[config.mk]
export PLATFORM = sky130hd
export DESIGN_NAME = ex_stage_md
export DESIGN_NICKNAME = d
export VERILOG_FILES = /design/src/rtl/ex_stage_md.sv
export SDC_FILE = /design/constraint.sdc
export NUM_CORES = 1
export LEC_CHECK = 0
export BUFFER_PORTS_ARGS = -buffer_cell sky130_fd_sc_hd__buf_2
export CAP_MARGIN = 30
export CELL_PAD_IN_SITES_DETAIL_PLACEMENT = 1
export CELL_PAD_IN_SITES_GLOBAL_PLACEMENT = 2
export CORE_MARGIN = 5
export CORE_UTILIZATION = 39
export DETAILED_ROUTE_END_ITERATION = 12
export PLACE_DENSITY = 0.9
export SETUP_SLACK_MARGIN = 0.5
export SLEW_MARGIN = 20
export SYNTH_ARGS = -nofsm -noshare
export SYNTH_HDL_FRONTEND = slang
export SYNTH_SLANG_ARGS = --single-unit
[constraint.sdc]
create_clock -name clk -period 12.5 [get_ports clk]
set_input_delay 1.875 -clock clk [delete_from_list [all_inputs] [get_ports clk]]
set_output_delay 1.875 -clock clk [all_outputs]
set_load 0.02 [all_outputs]
[src/rtl/ex_stage_md.sv]
// ---------------------------------------------------------------------------
// ex_stage_md
//
// Execute stage of the pipelined MIPS core with the EX/MEM pipeline register
// folded in. Contains the operand-forwarding muxes, the ALUSrc mux, the ALU,
// an iterative unsigned multiply/divide unit with HI/LO registers, and the
// stall request that holds IF/ID/EX while the unit is busy.
//
// Ports
//   clk, rst           clock (rising edge), asynchronous active-high reset
//   RD1_E, RD2_E       register-file operands
//   SignImmE           sign-extended immediate
//   ResultW            writeback result (forwarding source)
//   ForwardAE/BE       forwarding select: 00 RD, 01 ResultW, 10 ALUOutM, 11 RD
//   RtE, RdE           destination candidates
//   RegDstE, ALUSrcE, RegWriteE   decoded controls
//   ALUControlE        ALU operation code
//   MdStartE, MdOpE    start multiply/divide; 0 = MULTU, 1 = DIVU
//   ResSelE            result select: 00 ALU, 01 HI, 10 LO, 11 ALU
//   ALUOutM, WriteDataM, WriteRegM, RegWriteM   EX/MEM register outputs
//   ZeroE              combinational ALU-result-is-zero flag
//   StallE             combinational stall request to the hazard unit
//   MdBusy             multiply/divide unit iterating
//
// Multiply/divide FSM
//   state  | meaning
//   IDLE   | no operation in flight; HI/LO hold the last completed result
//   MUL    | shift-add multiply, one multiplier bit per cycle
//   DIV    | restoring divide, one quotient bit per cycle
// ---------------------------------------------------------------------------
module ex_stage_md #(
  parameter int WIDTH = 32,
  parameter int REGW  = 5,
  parameter int CNTW  = 6
) (
  input  logic             clk,
  input  logic             rst,
  input  logic [WIDTH-1:0] RD1_E,
  input  logic [WIDTH-1:0] RD2_E,
  input  logic [WIDTH-1:0] SignImmE,
  input  logic [WIDTH-1:0] ResultW,
  input  logic [1:0]       ForwardAE,
  input  logic [1:0]       ForwardBE,
  input  logic [REGW-1:0]  RtE,
  input  logic [REGW-1:0]  RdE,
  input  logic             RegDstE,
  input  logic             ALUSrcE,
  input  logic             RegWriteE,
  input  logic [3:0]       ALUControlE,
  input  logic             MdStartE,
  input  logic             MdOpE,
  input  logic [1:0]       ResSelE,
  output logic [WIDTH-1:0] ALUOutM,
  output logic [WIDTH-1:0] WriteDataM,
  output logic [REGW-1:0]  WriteRegM,
  output logic             RegWriteM,
  output logic             ZeroE,
  output logic             StallE,
  output logic             MdBusy
);

  localparam logic [1:0] S_IDLE = 2'd0;
  localparam logic [1:0] S_MUL  = 2'd1;
  localparam logic [1:0] S_DIV  = 2'd2;

  logic [WIDTH-1:0] src_a;
  logic [WIDTH-1:0] write_data_e;
  logic [WIDTH-1:0] src_b;
  logic [WIDTH-1:0] alu_result;
  logic [WIDTH-1:0] ex_result;
  logic [REGW-1:0]  write_reg_e;
  logic             slt_bit;

  logic [1:0]       state_q, state_d;
  logic [CNTW-1:0]  cnt_q, cnt_d;
  logic [WIDTH-1:0] hi_q, hi_d;
  logic [WIDTH-1:0] lo_q, lo_d;
  // acc: product upper half (MUL) or partial remainder (DIV)
  // sh:  multiplier / product lower half (MUL) or dividend / quotient (DIV)
  // opnd: multiplicand (MUL) or divisor (DIV)
  logic [WIDTH-1:0] acc_q, acc_d;
  logic [WIDTH-1:0] sh_q, sh_d;
  logic [WIDTH-1:0] opnd_q, opnd_d;

  logic [WIDTH:0]   mul_sum;
  logic [WIDTH-1:0] mul_acc_next;
  logic [WIDTH-1:0] mul_sh_next;
  logic [WIDTH:0]   div_shift;
  logic [WIDTH:0]   div_diff;
  logic             div_ge;
  logic [WIDTH-1:0] div_acc_next;
  logic [WIDTH-1:0] div_sh_next;

  // -------------------------------------------------------------------------
  // Operand selection
  // -------------------------------------------------------------------------
  always_comb begin
    case (ForwardAE)
      2'b01:   src_a = ResultW;
      2'b10:   src_a = ALUOutM;
      default: src_a = RD1_E;
    endcase
  end

  always_comb begin
    case (ForwardBE)
      2'b01:   write_data_e = ResultW;
      2'b10:   write_data_e = ALUOutM;
      default: write_data_e = RD2_E;
    endcase
  end

  assign src_b       = ALUSrcE ? SignImmE : write_data_e;
  assign write_reg_e = RegDstE ? RdE : RtE;

  // -------------------------------------------------------------------------
  // ALU
  // -------------------------------------------------------------------------
  assign slt_bit = ($signed(src_a) < $signed(src_b));

  always_comb begin
    alu_result = '0;
    case (ALUControlE)
      4'b0000: alu_result = src_a & src_b;
      4'b0001: alu_result = src_a | src_b;
      4'b0010: alu_result = src_a + src_b;
      4'b0110: alu_result = src_a - src_b;
      4'b0111: alu_result = {{(WIDTH-1){1'b0}}, slt_bit};
      4'b1100: alu_result = ~(src_a | src_b);
      default: alu_result = '0;
    endcase
  end

  assign ZeroE = (alu_result == '0);

  always_comb begin
    case (ResSelE)
      2'b01:   ex_result = hi_q;
      2'b10:   ex_result = lo_q;
      default: ex_result = alu_result;
    endcase
  end

  assign MdBusy = (state_q != S_IDLE);
  assign StallE = MdBusy & (MdStartE | (ResSelE == 2'b01) | (ResSelE == 2'b10));

  // -------------------------------------------------------------------------
  // Multiply/divide datapath, one bit per cycle
  // -------------------------------------------------------------------------
  // Shift-add: add the multiplicand when the current multiplier bit is set,
  // then shift the whole {acc, sh} pair right by one. The carry out of the
  // add becomes the new top bit of acc.
  assign mul_sum      = {1'b0, acc_q} + (sh_q[0] ? {1'b0, opnd_q} : '0);
  assign mul_acc_next = mul_sum[WIDTH:1];
  assign mul_sh_next  = {mul_sum[0], sh_q[WIDTH-1:1]};

  // Restoring divide: bring in the next dividend bit, subtract the divisor
  // if it fits. A zero divisor always "fits", giving an all-ones quotient
  // and leaving the dividend as the remainder.
  assign div_shift    = {acc_q, sh_q[WIDTH-1]};
  assign div_diff     = div_shift - {1'b0, opnd_q};
  assign div_ge       = (div_shift >= {1'b0, opnd_q});
  assign div_acc_next = div_ge ? div_diff[WIDTH-1:0] : div_shift[WIDTH-1:0];
  assign div_sh_next  = {sh_q[WIDTH-2:0], div_ge};

  always_comb begin
    state_d = state_q;
    cnt_d   = cnt_q;
    hi_d    = hi_q;
    lo_d    = lo_q;
    acc_d   = acc_q;
    sh_d    = sh_q;
    opnd_d  = opnd_q;
    case (state_q)
      S_IDLE: begin
        if (MdStartE && !StallE) begin
          state_d = MdOpE ? S_DIV : S_MUL;
          cnt_d   = CNTW'(WIDTH);
          acc_d   = '0;
          sh_d    = MdOpE ? src_a : write_data_e;
          opnd_d  = MdOpE ? write_data_e : src_a;
        end
      end
      S_MUL: begin
        acc_d = mul_acc_next;
        sh_d  = mul_sh_next;
        cnt_d = cnt_q - CNTW'(1);
        if (cnt_q == CNTW'(1)) begin
          hi_d    = mul_acc_next;
          lo_d    = mul_sh_next;
          state_d = S_IDLE;
        end
      end
      S_DIV: begin
        acc_d = div_acc_next;
        sh_d  = div_sh_next;
        cnt_d = cnt_q - CNTW'(1);
        if (cnt_q == CNTW'(1)) begin
          hi_d    = div_acc_next;
          lo_d    = div_sh_next;
          state_d = S_IDLE;
        end
      end
      default: begin
        state_d = S_IDLE;
        cnt_d   = '0;
      end
    endcase
  end

  always_ff @(posedge clk or posedge rst) begin
    if (rst) begin
      state_q <= S_IDLE;
      cnt_q   <= '0;
      hi_q    <= '0;
      lo_q    <= '0;
      acc_q   <= '0;
      sh_q    <= '0;
      opnd_q  <= '0;
    end else begin
      state_q <= state_d;
      cnt_q   <= cnt_d;
      hi_q    <= hi_d;
      lo_q    <= lo_d;
      acc_q   <= acc_d;
      sh_q    <= sh_d;
      opnd_q  <= opnd_d;
    end
  end

  // -------------------------------------------------------------------------
  // EX/MEM register; a stalled cycle inserts an all-zero bubble
  // -------------------------------------------------------------------------
  always_ff @(posedge clk or posedge rst) begin
    if (rst) begin
      ALUOutM    <= '0;
      WriteDataM <= '0;
      WriteRegM  <= '0;
      RegWriteM  <= 1'b0;
    end else if (StallE) begin
      ALUOutM    <= '0;
      WriteDataM <= '0;
      WriteRegM  <= '0;
      RegWriteM  <= 1'b0;
    end else begin
      ALUOutM    <= ex_result;
      WriteDataM <= write_data_e;
      WriteRegM  <= write_reg_e;
      RegWriteM  <= RegWriteE;
    end
  end

endmodule
Word level (Yosys, flattened, before mapping)
Cells that the tools add are included.
{ "op_classes": {"add_sub_neg": 5, "n_lt_le_gt_ge": 2, "eq_ne": 18, "muxes": 30, "bitwise_logic": 6, "reduce_logical": 13} }
{ "op_table": {"columns": ["op", "count"], "rows": [
  ["$mux 32", 13],
  ["$pmux 32 s2", 5],
  ["$pmux 32 s3", 2],
  ["$pmux 32 s6", 1],
  ["$sub 32x32->32", 2],
  ["$add 32x32->33", 1],
  ["$ge 33x32->1", 1],
  ["$add 32x32->32", 1],
  ["$and 32x32->32", 1],
  ["$logic_not 32->1", 1],
  ["$lt 32x32->1", 1],
  ["$not 32->32", 1],
  ["$or 32x32->32", 1],
  ["$pmux 6 s2", 1],
  ["$mux 5", 2],
  ["$eq 2x1->1 const B", 4],
  ["$eq 2x2->1 const B", 4],
  ["$eq 4x3->1 const B", 2],
  ["$eq 6x1->1 const B", 1],
  ["$mux 2", 3],
  ["$mux 6", 1],
  ["$ne 2x2->1 const B", 3],
  ["$reduce_and 2->1", 3],
  ["$sub 6x1->6 const B", 1],
  ["16 further kinds", 18]
]} }
{ "word_totals": {"ff_bits": 238, "elab_cells": 85} }

Longest topological paths before layout
{ "depth": {"ltp_word": 8, "mapped_depth": 21, "mapped_depth_nobuf": 20} }

Least setup slack after synthesis
Ideal clock, no wire load.
{ "synth_path": {"path_type": "input to output", "start": "input port ForwardBE[0]", "end": "output port ZeroE", "arrival_time_ns": 6.463, "setup_slack_ns": 4.162, "cell_stages": 19, "path_buffers": 2, "cell_sequence": "inv_1 ha_1 clkbuf_1 clkbuf_1 nor2_1 a21oi_1 o21ai_0 ha_1 or3_4 or4_4 or4_4 nor3_2 nor3_1 a221o_1 a21oi_2 nand4_1 nor4_2 nand4_1 nor4_2"} }
{ "synth_between": {"elab_chain_cells": 7, "word_cells_on_any_way": 12} }
{ "synth_lines": {"columns": ["element", "line_no", "source"], "rows": [
  ["from (decl)", "43", "input logic [1:0] ForwardBE,"],
  ["$eq 2x2->1 or $eq 2x1->1 (tied branches)", "106", "case (ForwardBE)"],
  ["$pmux 32 s2 *", "106", null],
  ["$mux 32 *", "113", "assign src_b = ALUSrcE ? SignImmE : write_data_e;"],
  ["branches (longest 2 deep; another with $sub 32x32->32)", null, null],
  ["$pmux 32 s6 *", "123", "case (ALUControlE)"],
  ["$logic_not 32->1 *", "134", "assign ZeroE = (alu_result == '0);"],
  ["to (decl)", "57", "output logic ZeroE,"]
]} }
Mark *: on every way between the ends.

Final worst setup path
Same ends and word-level chain as after synthesis.

==> flow_metrics.env <==
export IMPL_yosys_most_used_dff="dfrtp_1"
export IMPL_io_buffers=227
export IMPL_fin_ws_ns=2.61
export IMPL_dp_slack_ns=2.73
export IMPL_dp_hpwl_um=74500
export IMPL_synth_cell_types=87
export IMPL_worstSetupStartpointType="primary input"
export IMPL_cts_buffers_inserted=34
export IMPL_grt_overflow_total=0
export IMPL_yosys_register_bits=238
export IMPL_grt_pass1_wl_um=148000
export IMPL_grt_max_degree=101
export IMPL_fin_setup_tns_ns=0
export IMPL_syn_nets=3169
export IMPL_syn_avg_cell_area_sq_um=7.73
export IMPL_utilization_pct=44.9
export IMPL_period_minus_slack_ns=9.89
export IMPL_synth_edff_count=0
export IMPL_drv_slew=0
export IMPL_cp_required_ns=10.62
export IMPL_hold_worst_slack_ns=0.477
export IMPL_wl_per_cell_um=26.8
export IMPL_ys_warnings_count=0
export IMPL_setup_viol=0
export IMPL_peakVddDrop_mv=0.165
export IMPL_die_h_um=247
export IMPL_drcViolationCount=0
export IMPL_cts_max_level=2
export IMPL_io_pins=228
export IMPL_drive_gt1_share_pct=13.1
export IMPL_clockBufferDepth=3
export IMPL_worst_pin_slew_ns=0.976
export IMPL_cts_root_buf="clkbuf_16"
export IMPL_detail_route_first_pass_iterations=5
export IMPL_yosysSeqAreaShare_pct=27.3
export IMPL_clk_latency_ns=0.58
export IMPL_path_max_fanout=32
export IMPL_status="finished clean"
export IMPL_area_growth_pct=13.7
export IMPL_skew_ns=0.0347
export IMPL_yosysMostFrequentCell="nand2_1"
export IMPL_cts_tree="built"
export IMPL_synth_top_area_share_pct=27.3
export IMPL_criticalPathCategory="in2out"
export IMPL_synth_area_leaders="dfrtp_1 (27%), ha_1 (11%), o21ai_0 (6.7%)"
export IMPL_intPower_mw=2.67
export IMPL_grt_pass1_vias=23600
export IMPL_gp_congestion=0.957
export IMPL_drv_cap=0
export IMPL_yosys_area_top_type="dfrtp_1"
export IMPL_power_switching_mw=2.58
export IMPL_track_usage_pct=31.2
export IMPL_fp_dieW_um=247
export IMPL_power_share_switching_pct=49.2
export IMPL_relSlewSlack_pct=35.0
export IMPL_rsz0062_at_grt="no"
export IMPL_wl_um=99200
export IMPL_vias=23100
export IMPL_via_per_inst=6.24
export IMPL_synthTopCellsByCount="nand2_1 (315), o21ai_0 (293), nor2_1 (259)"
export IMPL_hold_violations=0
export IMPL_holdBufCountCts=0
export IMPL_final_area_sq_um=24800
export IMPL_antenna_found_initial=5
export IMPL_synth_area_sq_um=21800
export IMPL_async_flop_share_pct=100
export IMPL_cts_num_sinks=238
export IMPL_path_clk_slew_ns=0.05
export IMPL_die_area_sq_um=60800
export IMPL_postPlaceCellArea_sq_um=23500
export IMPL_placed_cells=3640
export IMPL_holdCritPathClass="reg2reg"
export IMPL_drtIter0Drc=2094
export IMPL_cts_setup_buffers=0
export IMPL_max_freq_ghz=0.101
export IMPL_rows=86
export IMPL_power_density_nw_per_um2=211
export IMPL_power_frac_seq_pct=25.0
export IMPL_synthCells=2826
export IMPL_p_clk_share_pct=20.2
export IMPL_finalPower_mw=5.25
export IMPL_fin_cells=3707
export IMPL_cp_end_kind="primary output"
export IMPL_timing_final_crit_share_pct=79.1
export IMPL_layout_nets=3275
export IMPL_initial_core_util_pct=39.5
export IMPL_postRouteAntennaNets=0
export IMPL_p_leak_nw=11.4
export IMPL_core_sq_um=55300
export IMPL_worstPathArrival_ns=8.01
export IMPL_pwr_share_comb_pct=54.9
export IMPL_cts_resized=0
[cells by family after synthesis]
group,count (synthesis),share of synthesized area [%]
AO/OA/AOI/OAI,1037,30.5
AND/OR/NAND/NOR,822,17.0
multiplexers,129,5.98
buffers and inverters,357,6.14
flip-flops,238,27.3
adder cells (fa/ha/maj),188,10.9
XOR/XNOR,55,2.21
[registers in the layout, summed over array words and instances, names as in the netlist]
register    cells
cnt_q           6
ALUOutM        32
sh_q           32
lo_q           32
WriteDataM     32
opnd_q         32
state_q         2
acc_q          32
hi_q           32
RegWriteM       1
WriteRegM       5
[critical path, stage by stage]
cell,delay (ns)
buf_2,0.11
inv_1,0.05
ha_2,0.82
a22oi_1,0.20
nor2_1,0.14
a21oi_1,0.09
o21ai_0,0.37
ha_1,0.49
or3_4,0.47
or4_4,0.44
or4_4,0.55
o2111ai_1,0.34
nand2_1,0.21
o211ai_2,0.27
and2_1,0.19
o21ai_1,0.16
a221oi_2,0.49
nand2_1,0.13
nor4_2,0.36
buf_2,0.24
[final timing paths]
path,startpoint,to,slack (ns),cells past startpoint
max,ForwardBE[0],ZeroE,2.61,20
min,lo_q[0]$_DFFE_PP0P_,lo_q[0]$_DFFE_PP0P_,0.48,1
min reg2reg,lo_q[0]$_DFFE_PP0P_,lo_q[0]$_DFFE_PP0P_,0.48,1
max in group asynchronous,rst,WriteRegM[1]$_DFF_PP0_,9.80,4
min in group asynchronous,rst,sh_q[4]$_DFFE_PP0P_,1.45,2
max reg2reg,ALUOutM[10]$_DFF_PP0_,ALUOutM[0]$_DFF_PP0_,7.28,15
[layout by cell type, fill, tap and decap left out, types with 14 or more instances in the layout]
master and instances:
nand2_1 315, o21ai_0 293, nor2_1 257, a21oi_1 251, dfrtp_1 238, buf_2 226
ha_1 178, inv_1 158, a22oi_1 117, mux2i_1 117, and2_1 45, a211oi_1 43
a221oi_1 43, a21o_1 38, buf_4 36, clkbuf_16 34, o21a_1 32, nand3_1 32
nor3_1 32, xnor2_1 32, nand4_1 26, o211ai_1 24, xor2_1 23, o21bai_1 22
a31oi_1 17, nor2b_1 16, nand2b_1 16, nor4_1 14, a221o_1 14
[power groups by stage]
| stage | Sequential (mW) | Clock (mW) | Combinational [mW] |
|---|---|---|---|
| floorplan | 1.31 | 0 | 1.84 |
| global placement | 1.30 | 0 | 2.74 |
| global route | 1.34 | 1.10 | 3.12 |
| CTS | 1.30 | 1.07 | 2.83 |
| finish | 1.31 | 1.06 | 2.88 |
| detailed placement | 1.31 | 0 | 2.81 |
[metal layers]
layer,vias to the layer above,wire length (um),track usage (%)
li1,10400,-,-
met1,11700,45000,44.3
met2,829,44900,49.5
met3,163,6360,4.20
met4,0,2960,9.34
met5,-,0,0
[layout make-up]
class                   count  area (sq um)
fillers                  6828         30500
multi-input cells        2231         14600
flip-flops and latches    238          5960
repair buffers            267          1510
clock buffers              46           936
well taps                 748           936
inverters                 160           608
clock inverters            15           250
diodes                      2          5.00
Power figures use the tool's default switching activity.
